$ cat config.mk
export PLATFORM = sky130hd
export DESIGN_NAME = acq_readout_sequencer
export DESIGN_NICKNAME = d
export VERILOG_FILES = /design/src/rtl/acq_readout_sequencer.sv
export SDC_FILE = /design/constraint.sdc
export NUM_CORES = 1
export LEC_CHECK = 0
export CAP_MARGIN = 25
export CORE_MARGIN = 4
export CORE_UTILIZATION = 40
export CTS_CLUSTER_SIZE = 25
export DETAILED_ROUTE_END_ITERATION = 10
export GPL_TIMING_DRIVEN = 0
export PLACE_DENSITY = 0.67
export SLEW_MARGIN = 10
export SYNTH_ARGS = -nofsm -noshare
export SYNTH_HDL_FRONTEND = slang
export SYNTH_SLANG_ARGS = --single-unit
$ cat constraint.sdc
create_clock -name sys_clk -period 4.3 [get_ports sys_clk]
set_input_delay 0.645 -clock sys_clk [delete_from_list [all_inputs] [get_ports sys_clk]]
set_output_delay 0.645 -clock sys_clk [all_outputs]
set_load 0.01 [all_outputs]
$ cat src/rtl/acq_readout_sequencer.sv
// acq_readout_sequencer: arms the ADC waveform generator, steps sample_num through the capture and streams the returned words through a credit-controlled FIFO
module acq_readout_sequencer #(
  parameter int NUM_SAMPLES = 1000,
  parameter int ARM_CYCLES = 64,
  parameter int READ_LAT = 2,
  parameter int FIFO_DEPTH = 4
) (
  input  logic        sys_clk,
  input  logic        reset_n,
  input  logic        cmd_valid,
  input  logic [7:0]  cmd_data,
  input  logic [2:0]  cfg,
  output logic [7:0]  adc_control,
  output logic [15:0] sample_num,
  input  logic [15:0] wave_sample,
  output logic        out_valid,
  input  logic        out_ready,
  output logic [15:0] out_data,
  output logic        out_sof,
  output logic        out_eof,
  output logic        busy,
  output logic        done,
  output logic        cmd_rejected,
  output logic        aborted
);
  localparam int PW = FIFO_DEPTH > 1 ? $clog2(FIFO_DEPTH) : 1;
  localparam int CW = $clog2(FIFO_DEPTH + 1);
  typedef enum logic [2:0] {IDLE, ARM, SETTLE, READ, DRAIN} state_t;
  state_t state;
  logic arm, settle_cnt, iss, can_issue;
  logic [2:0] cfg_q;
  logic [15:0] arm_cnt, cap_cnt, outstanding;
  logic [READ_LAT-1:0] pipe;
  logic [17:0] mem [FIFO_DEPTH];
  logic [PW-1:0] wr_ptr, rd_ptr;
  logic [CW-1:0] fifo_count;
  logic start, stop, wr, rd;
  function automatic logic [PW-1:0] nxt(input logic [PW-1:0] p);
    return p == PW'(FIFO_DEPTH - 1) ? '0 : p + 1'b1;
  endfunction
  assign start = cmd_valid && cmd_data == 8'h41;
  assign stop = cmd_valid && cmd_data == 8'h53;
  assign busy = state != IDLE;
  assign wr = pipe[READ_LAT-1];
  assign out_valid = fifo_count != '0;
  assign rd = out_valid && out_ready;
  assign {out_eof, out_sof, out_data} = out_valid ? mem[rd_ptr] : '0;
  assign adc_control = {4'b0, cfg_q, arm};
  always_comb begin
    outstanding = {15'b0, iss};
    for (int i = 0; i < READ_LAT; i++) outstanding = outstanding + {15'b0, pipe[i]};
  end
  assign can_issue = {1'b0, outstanding} + 17'(fifo_count) < 17'(FIFO_DEPTH) + 17'(rd);
  always_ff @(posedge sys_clk) begin
    if (wr) mem[wr_ptr] <= {cap_cnt == 16'(NUM_SAMPLES - 1), cap_cnt == 16'd0, wave_sample};
  end
  always_ff @(posedge sys_clk) begin
    if (!reset_n || (stop && busy)) begin
      state <= IDLE;
      arm <= 1'b0;
      arm_cnt <= '0;
      settle_cnt <= 1'b0;
      iss <= 1'b0;
      pipe <= '0;
      sample_num <= '0;
      cap_cnt <= '0;
      wr_ptr <= '0;
      rd_ptr <= '0;
      fifo_count <= '0;
      cfg_q <= reset_n ? cfg_q : 3'b0;
      done <= 1'b0;
      cmd_rejected <= 1'b0;
      aborted <= reset_n;
    end else begin
      done <= 1'b0;
      aborted <= 1'b0;
      cmd_rejected <= start && busy;
      iss <= 1'b0;
      pipe <= (pipe << 1) | READ_LAT'(iss);
      fifo_count <= fifo_count + CW'(wr) - CW'(rd);
      if (wr) begin
        wr_ptr <= nxt(wr_ptr);
        cap_cnt <= cap_cnt + 16'd1;
      end
      if (rd) rd_ptr <= nxt(rd_ptr);
      case (state)
        IDLE: if (start) begin
          state <= ARM;
          arm <= 1'b1;
          arm_cnt <= '0;
          cfg_q <= cfg;
          cap_cnt <= '0;
        end
        ARM: if (arm_cnt == 16'(ARM_CYCLES - 1)) begin
          state <= SETTLE;
          arm <= 1'b0;
          settle_cnt <= 1'b0;
        end else arm_cnt <= arm_cnt + 16'd1;
        SETTLE: if (settle_cnt) begin
          state <= READ;
          iss <= 1'b1;
          sample_num <= '0;
        end else settle_cnt <= 1'b1;
        READ: if (sample_num == 16'(NUM_SAMPLES - 1)) state <= DRAIN;
        else if (can_issue) begin
          iss <= 1'b1;
          sample_num <= sample_num + 16'd1;
        end
        DRAIN: if (rd && out_eof) begin
          state <= IDLE;
          done <= 1'b1;
          sample_num <= '0;
        end
        default: state <= IDLE;
      endcase
    end
  end
endmodule

==> impl_metrics.py, run 1 <==
metrics = {
    "outcome": {
        "status": "finished clean",
    },
    "timing": {
        "drv_slew": 0,
        "finalSetupViolations": 0,
        "slew_headroom_pct": 35.69,
        "whs_ns": 0.4855,
        "worst_pin_slew_ns": 0.9646,
        "finalSetupTns_ns": 0,
        "hold_viol": 0,
        "setup_slack_ns": 0.8222,
        "layout_min_cycle_time_ns": 3.478,
        "post-route-period-util_pct": 80.88,
        "rsz0062_at_grt": "no",
        "skew_ns": 0.007343,
        "fmax_ghz": 0.2875,
    },
    "finish": {
        "n_fill_cell": 1407,
        "nNetsFinal": 683,
        "antennaDiodeCount": 0,
        "layout_commonest_cell": "edfxtp_1",
        "area_growth_pct": 24.72,
        "mostFrequentLayoutCells": "edfxtp_1 (75), clkdlybuf4s50_1 (73), dfxtp_1 (68), nand2_1 (39), nor2_1 (38)",
        "final_core_util_pct": 50.72,
        "final_cell_count_no_fill": 865,
        "drive_gt1_share_pct": 9.091,
    },
    "worst_setup_path": {
        "start_kind": "flop",
        "rr_endpoint": "sample_num[12]",
        "critPathSlowestCell": "buf_1",
        "critical_path_required_ns": 3.65,
        "worstPathCellList": "buf_6 -> buf_1 -> mux4_2 -> and2_1 -> clkdlybuf4s50_1",
        "critical_path_buf_inv_count": 3,
        "crit_fanout": 10,
        "rr_startpoint": "iss",
        "crit_cells": 5,
        "critPathArrivalTime_ns": 2.83,
        "critPathCaptureType": "output port",
        "reg2reg_slack_ns": 0.84,
        "cp-endpoint": "out_sof",
        "cp_top_family": "buffers and inverters",
        "worst-setup-path-type": "reg2out",
        "critPathMaxStageDelay_ns": 0.67,
        "ff2ff_path_depth": 11,
    },
    "routing": {
        "drtIter0Drc": 212,
        "vias": 4552,
        "viasPerCell": 5.262,
        "antenna_left": 0,
        "drc": 0,
        "routedWlPerCell_um": 15.56,
        "wl_um": 13460,
        "first_pass_iters": 4,
    },
    "logic_synthesis": {
        "synth_cell_types": 54,
        "ys_ff_latch": 143,
        "seq_area_frac_synth_pct": 56.34,
        "async_flop_share_pct": 0,
        "avgSynthCellArea_um2": 11.86,
        "synth_edf_count": 75,
        "yosys_warnings": 0,
        "synth_top_flop_cell": "edfxtp_1",
        "synth_cells": 541,
        "syn_area_mm2": 0.006414,
    },
    "global_routing": {
        "grt_pass1_wl_um": 22200,
        "grtUsageTotal_pct": 15.32,
        "grt_pass1_vias": 4633,
        "antenna_found_initial": 0,
        "grt_max_degree": 19,
        "grt_overflow": 0,
    },
    "clock_tree": {
        "postCtsResizedCells": 0,
        "clkTransAtPathRegs_ns": 0.06,
        "clock-sinks": 143,
        "cts-root-buf": "clkbuf_16",
        "cts_buffer_depth": 2,
        "htreeDepth": 4,
        "cts_made_buffers": 17,
        "cts_hold_buf": 0,
        "cts_setup_buffers": 0,
        "cts_tree": "done",
        "clkLatencyLatePin_ns": 0.42,
    },
    "die": {
        "design.die.area_mm2": 0.01812,
        "rows": 46,
        "core_area_mm2": 0.01577,
        "die_w_um": 134.6,
        "num_io_pins": 78,
        "die_h_um": 134.6,
        "initial_utilization_pct": 40.67,
    },
    "power": {
        "p_leak_nw": 2.663,
        "powerDensity_mw_per_mm2": 459.9,
        "vdd_ir_drop_max_v": 0.0002860,
    },
    "min_path": {
        "hold_class": "reg2reg",
    },
    "placed_design": {
        "portBuffers": 73,
        "dpl.hpwl_um": 9399,
        "place_inst": 833,
        "post-place-ws_ns": 0.6905,
        "globalplace.congestion": 0.8447,
    },
    "run": {
        "max_cap_violations": 0,
    },
}
-- where the power goes --
group          total (W)  internal [W]  switching [W]  leakage, nW
Clock            0.00142      0.000851       0.000565        0.271
Sequential       0.00149       0.00146      0.0000267         1.22
Combinational   0.000776      0.000430       0.000346         1.17
Total            0.00368       0.00274       0.000937         2.66
-- kinds of logic after synthesis --
logic type	after synthesis	share of synthesized area (%)
buffers and inverters	46	3.297
AND/OR/NAND/NOR	221	19.47
AO/OA/AOI/OAI	70	6.965
multiplexers	27	8.077
adder cells (fa/ha/maj)	16	3.473
XOR/XNOR	17	2.321
flip-flops	143	56.34
other	1	0.05847
-- registers in the layout, summed over array words and instances, names as in the netlist, named ones only --
name and cells:
rd_ptr 2, arm_cnt 16, aborted 1, settle_cnt 1, wr_ptr 2, state 3
cfg_q 3, fifo_count 3, arm 1, pipe 2, iss 1, done 1
mem 72, sample_num 16, cmd_rejected 1, cap_cnt 16
-- layer usage --
layer / up-vias / share of wire, % / GRT usage, %
met5: - / 0 / 0
met4: 0 / 1.1 / 5.260
met3: 11 / 5.8 / 5.030
li1: 2220 / - / -
met1: 2202 / 43 / 18.35
met2: 119 / 50 / 26.01
-- synthesized netlist by cell type (all sizes together), types with 2 or more instances --
library cell / number / share of area (%)
clkbuf: 15 / 0.88
and3: 8 / 0.86
or2: 2 / 0.20
xor2: 11 / 1.5
nand2: 39 / 2.3
nor3: 12 / 0.94
nand2b: 2 / 0.20
and4: 5 / 0.68
o21ai: 12 / 0.99
nand3: 12 / 0.94
o22ai: 3 / 0.29
edfxtp: 75 / 35
and2: 33 / 3.2
nor2b: 5 / 0.49
ha: 13 / 2.5
mux2i: 9 / 1.4
nor2: 38 / 2.2
nor4b: 4 / 0.78
o311ai: 2 / 0.27
o31ai: 11 / 1.3
or3: 14 / 1.4
nand4: 13 / 1.3
a32oi: 2 / 0.27
fa: 3 / 0.94
dfxtp: 68 / 21
mux4: 18 / 6.7
inv: 17 / 0.99
o31a: 2 / 0.27
xnor2: 6 / 0.82
or4: 18 / 2.1
nor3b: 3 / 0.35
o211ai: 8 / 0.94
a21oi: 25 / 2.0
nor4: 8 / 0.78
buf: 14 / 1.4
-- metrics by stage --
stage	area [um^2]	power, W
CTS	7999	0.003719
floorplan	6425	0.001944
global route	7999	0.003845
global placement	7426	0.002292
detailed placement	7426	0.002305
finish	7999	0.003679
-- worst min path at each step --
stage,endpoint,depth (start not counted),from,slack [ns]
final,pipe[1],1,pipe[0],0.49
after global routing,pipe[1],1,pipe[0],0.51
after detailed placement,pipe[1],1,pipe[0],0.48
after floorplan,arm_cnt[15],2,arm_cnt[15],0.44
after CTS,pipe[1],1,pipe[0],0.49
after global placement,arm_cnt[15],2,arm_cnt[15],0.46
-- layout make-up --
type,instances,area [um^2],area share (%)
plain buffers,29,147.6,1.846
clock buffers,18,429.2,5.365
clock inverters,14,143.9,1.799
inverters,17,63.81,0.7977
multi-input cells,355,2600,32.50
flip-flops and latches,143,3613,45.17
well taps,216,270.3,3.379
repair buffers,73,730.7,9.135
(Power assumes the default switching activity.)
==> run 2, diff against run 1 <==
clock period = 3.4 ns   (was 4.3 ns; I/O delays follow)
==> impl_metrics.py, run 2 (synthesis results as in run 1) <==
metrics = {
    "outcome": {
        "status": "finished clean",
    },
    "die": {
        "die_h_um": 134.6,
        "design.die.area_mm2": 0.01812,
        "core_area_mm2": 0.01577,
        "initial_utilization_pct": 40.67,
        "rows": 46,
        "num_io_pins": 78,
        "die_w_um": 134.6,
    },
    "finish": {
        "mostFrequentLayoutCells": "edfxtp_1 (75), clkdlybuf4s50_1 (73), dfxtp_1 (68), nand2_1 (39), nor2_1 (38)",
        "multi_input_area_mm2": 0.002600,
        "drive_gt1_share_pct": 9.274,
        "top_register": "mem",
        "n_fill_cell": 1406,
        "design_area_mm2": 0.007993,
        "antennaDiodeCount": 0,
        "layout_commonest_cell": "edfxtp_1",
        "area_growth_pct": 24.62,
        "final_cell_count_no_fill": 863,
        "nNetsFinal": 681,
        "seq_area_mm2": 0.003613,
        "largest_reg_flops": 72,
    },
    "timing": {
        "fmax_ghz": 0.3168,
        "worst_pin_slew_ns": 0.9551,
        "skew_ns": 0.007319,
        "finalSetupViolations": 0,
        "rsz0062_at_grt": "no",
        "drv_slew": 0,
        "layout_min_cycle_time_ns": 3.157,
        "post-route-period-util_pct": 92.84,
        "hold_viol": 0,
        "slew_headroom_pct": 36.33,
    },
    "routing": {
        "drtIter0Drc": 255,
        "wl_um": 13350,
        "viasPerCell": 5.269,
        "drc": 0,
        "antenna_left": 0,
        "first_pass_iters": 4,
        "vias": 4547,
        "routedWlPerCell_um": 15.47,
    },
    "placed_design": {
        "postPlaceCellArea_mm2": 0.007426,
        "dpl.hpwl_um": 9399,
        "globalplace.congestion": 0.8447,
        "place_inst": 833,
        "portBuffers": 73,
    },
    "global_routing": {
        "grtUsageTotal_pct": 15.28,
        "antenna_found_initial": 0,
        "grt_max_degree": 20,
        "grt_pass1_wl_um": 22150,
        "grt_overflow": 0,
        "grt_pass1_vias": 4630,
    },
    "clock_tree": {
        "htreeDepth": 4,
        "clock-sinks": 143,
        "cts_tree": "done",
        "postCtsResizedCells": 0,
        "cts-root-buf": "clkbuf_16",
        "cts_buffer_depth": 2,
        "cts_setup_buffers": 0,
        "clkLatencyLatePin_ns": 0.42,
        "clkTransAtPathRegs_ns": 0.06,
        "cts_hold_buf": 0,
        "cts_made_buffers": 17,
    },
    "worst_setup_path": {
        "critical_path_required_ns": 3.69,
        "crit_fanout": 19,
        "worstPathCellList": "fa_1 -> ha_1 -> inv_1 -> fa_1 -> or2_2 -> a32oi_1 -> o31a_1 -> buf_2 -> o21ba_2 -> nor3_1",
        "ff2ff_path_depth": 10,
        "cp_top_family": "adder cells",
        "critPathSlowestCell": "fa_1",
        "reg2reg_slack_ns": 0.24,
        "critical_path_buf_inv_count": 2,
        "critPathCaptureType": "flop",
        "critPathMaxStageDelay_ns": 0.54,
        "critPathArrivalTime_ns": 3.45,
        "rr_endpoint": "sample_num[9]",
        "worst-setup-path-type": "reg2reg",
        "start_kind": "flop",
        "rr_startpoint": "iss",
        "path_common_cell": "fa_1",
    },
    "power": {
        "vdd_ir_drop_max_v": 0.0003555,
        "powerDensity_mw_per_mm2": 581.1,
        "p_leak_nw": 2.664,
    },
    "min_path": {
        "whs_endpoint": "pipe[1]",
        "hold_class": "reg2reg",
        "min_from": "pipe[0]",
        "holdPathStages": 1,
    },
    "run": {
        "max_cap_violations": 0,
    },
}
[run 2: cell types whose count changed in the layout (fill, tap and decap cells not counted)]
cell      change
clkbuf_1      -2
buf_1         -1
clkbuf_2      +1
[run 2: layout make-up]
cell class                 count  area share, %
clock buffer                  18          5.369
timing repair buffer          73          9.142
buffer                        27          1.769
inverter                      17         0.7984
tap                          216          3.381
clock inverter                14          1.800
multi-input combinational    355          32.53
sequential                   143          45.21
[run 2: power breakdown]
| group | internal, W | total [W] | switching [W] |
|---|---|---|---|
| registers | 0.00185 | 0.00188 | 0.0000336 |
| clock network | 0.00108 | 0.00179 | 0.000710 |
| logic | 0.000542 | 0.000978 | 0.000436 |
[run 2: worst max path at each step]
stage / to / slack (ns) / start / cells past startpoint
finish: sample_num[9] / 0.24 / iss / 10
global route: sample_num[9] / 0.04 / iss / 10
CTS: out_sof / 0.06 / flop / 5
detailed placement: flop / -0.07 / cmd_data[5] / 6
global placement: flop / -0.009 / cmd_data[2] / 6
floorplan: sample_num[12] / 0.54 / iss / 11
[run 2: per-layer routing]
layer	routed length, um	up-vias	track usage, %	part of all wire, %
met5	0	-	0	0
met4	148	0	5.373	1.1
met3	834	13	5.067	6.2
met2	6665	128	25.90	50
met1	5700	2190	18.25	43
li1	-	2216	-	-
[run 2: stage by stage]
step | power, W | util, % | setup slack (ns) | setup TNS [ns] | hold WS [ns]
after floorplan | 0.002458 | - | 0.5442 | 0 | 0.4431
after global placement | 0.002899 | 47.09 | -0.009073 | -0.03425 | 0.4632
after CTS | 0.004701 | 50.67 | 0.05667 | 0 | 0.4934
final | 0.004645 | 50.68 | 0.2433 | 0 | 0.4855
after global routing | 0.004861 | 50.68 | 0.03939 | 0 | 0.5082
after detailed placement | 0.002915 | 47.09 | -0.07447 | -0.3879 | 0.4794
[run 2: worst reg2reg max path, delay by kind of cell, from the launching register on]
kind,cells,cell delay [ns]
adder cells (fa/ha/maj),3,1.09
AO/OA/AOI/OAI,3,0.87
buffers and inverters,2,0.43
AND/OR/NAND/NOR,2,0.34
flip-flops,1,0.32
==> run 3, diff against run 2 <==
SETUP_SLACK_MARGIN = 0.15   (was not set)
clock period = 3.6 ns   (was 3.4 ns; I/O delays follow)
==> impl_metrics.py, run 3 (synthesis results as in run 1) <==
metrics = {
    "routing": {
        "drtIter0Drc": 224,
        "wl_um": 13450,
        "first_pass_iters": 4,
        "routedWlPerCell_um": 15.53,
        "viasPerCell": 5.291,
        "antenna_left": 0,
        "drc": 0,
        "vias": 4582,
    },
    "global_routing": {
        "grtUsageTotal_pct": 15.34,
        "grt_overflow": 0,
        "antenna_found_initial": 0,
        "grt_pass1_vias": 4626,
        "grt_max_degree": 19,
        "grt_pass1_wl_um": 22220,
    },
    "worst_setup_path": {
        "crit_fanout": 10,
        "reg2reg_slack_ns": 0.42,
        "ff2ff_path_depth": 11,
        "critical_path_required_ns": 3.06,
        "critPathCaptureType": "output port",
        "worst-setup-path-type": "reg2out",
        "start_kind": "flop",
        "critPathArrivalTime_ns": 2.77,
    },
    "min_path": {
        "hold_class": "reg2reg",
        "holdPathStages": 1,
    },
    "die": {
        "num_io_pins": 78,
        "initial_utilization_pct": 40.67,
        "die_w_um": 134.6,
        "rows": 46,
        "die_h_um": 134.6,
        "core_area_mm2": 0.01577,
        "design.die.area_mm2": 0.01812,
    },
    "power": {
        "power_switching_w": 0.001113,
        "combPwrFrac_pct": 21.1,
        "powerDensity_mw_per_mm2": 547.4,
        "p_seq_share_pct": 40.5,
        "clkPwrFrac_pct": 38.4,
        "internal_power_w": 0.003273,
        "vdd_ir_drop_max_v": 0.0003359,
        "swShare_pct": 25.38,
        "p_leak_nw": 2.677,
    },
    "timing": {
        "skew_ns": 0.007319,
        "drv_slew": 0,
        "finalSetupViolations": 0,
        "hold_viol": 0,
        "slew_headroom_pct": 36.22,
        "fmax_ghz": 0.3022,
        "finalSetupTns_ns": 0,
        "rsz0062_at_grt": "no",
        "post-route-period-util_pct": 91.91,
        "layout_min_cycle_time_ns": 3.309,
        "setup_slack_ns": 0.2911,
        "worst_pin_slew_ns": 0.9566,
    },
    "finish": {
        "n_fill_cell": 1406,
        "nNetsFinal": 684,
        "mostFrequentLayoutCells": "edfxtp_1 (75), clkdlybuf4s50_1 (73), dfxtp_1 (68), nand2_1 (39), nor2_1 (38)",
        "design_area_mm2": 0.008011,
        "final_cell_count_no_fill": 866,
        "layout_commonest_cell": "edfxtp_1",
        "antennaDiodeCount": 0,
        "area_growth_pct": 24.91,
        "largest_reg_flops": 72,
        "top_register": "mem",
        "drive_gt1_share_pct": 9.538,
    },
    "placed_design": {
        "place_inst": 833,
        "portBuffers": 73,
        "postPlaceCellArea_mm2": 0.007426,
        "globalplace.congestion": 0.8447,
        "post-place-ws_ns": 0.09553,
        "dpl.hpwl_um": 9399,
    },
    "clock_tree": {
        "cts_made_buffers": 17,
        "cts_tree": "done",
        "cts_buffer_depth": 2,
        "cts-root-buf": "clkbuf_16",
        "clkLatencyLatePin_ns": 0.42,
        "htreeDepth": 4,
        "clock-sinks": 143,
        "clkTransAtPathRegs_ns": 0.06,
    },
    "run": {
        "max_cap_violations": 0,
    },
    "outcome": {
        "status": "finished clean",
    },
}
[run 3: cell types whose count changed in the layout (fill, tap and decap cells not counted), sizes merged]
cell,delta
buf,+2
clkbuf,+1
[run 3: power by group through the flow]
stage / combinational (W) / clock, W / sequential (W)
after global placement: 0.000928 / 0 / 0.00181
after CTS: 0.000941 / 0.00172 / 0.00178
after floorplan: 0.000516 / 0 / 0.00181
final: 0.000924 / 0.00169 / 0.00178
after detailed placement: 0.000942 / 0 / 0.00181
after global routing: 0.00101 / 0.00179 / 0.00178
[run 3: final timing paths]
check | startpoint | end
max | flop | out_sof
max reg2reg | iss | sample_num[12]
min reg2reg | pipe[0] | pipe[1]
min | pipe[0] | pipe[1]
[run 3: layout make-up]
type / instances / area (um^2) / share of cell area (%)
inverter: 17 / 63.81 / 0.7965
timing repair buffer: 75 / 745.7 / 9.308
multi-input combinational: 355 / 2600 / 32.45
buffer: 28 / 145.1 / 1.812
clock buffer: 18 / 429.2 / 5.357
tap: 216 / 270.3 / 3.373
sequential: 143 / 3613 / 45.10
clock inverter: 14 / 143.9 / 1.796
[run 3: metal layers]
metal | global-route usage (%) | up-vias | wire length (um)
li1 | - | 2222 | -
met1 | 18.35 | 2214 | 5775
met2 | 26.13 | 131 | 6728
met3 | 5.030 | 15 | 793
met4 | 5.147 | 0 | 150
met5 | 0 | - | 0
[run 3: what timing repair did]
item                                    in CTS  in global routing
hold buffers                                 0                  0
endpoints found under the setup margin       1                 10
buffers inserted                             0                  2
resized for setup                            0                  2
hold endpoints to repair                     0                  0
pin swaps                                    0                  1
[run 3: critical path: stages (launching register included)]
cell and delay [ns]:
dfxtp_1 0.31, clkbuf_1 0.44, clkbuf_1 0.54, mux4_2 0.40, and2_1 0.18, clkdlybuf4s50_1 0.48
[run 3: per-stage QoR]
step	hold slack [ns]	utilization (%)	total power, W
after global placement	0.4632	47.09	0.002738
after global routing	0.5082	50.80	0.004590
after CTS	0.4934	50.70	0.004440
after floorplan	0.4431	-	0.002322
after detailed placement	0.4794	47.09	0.002753
final	0.4856	50.80	0.004386
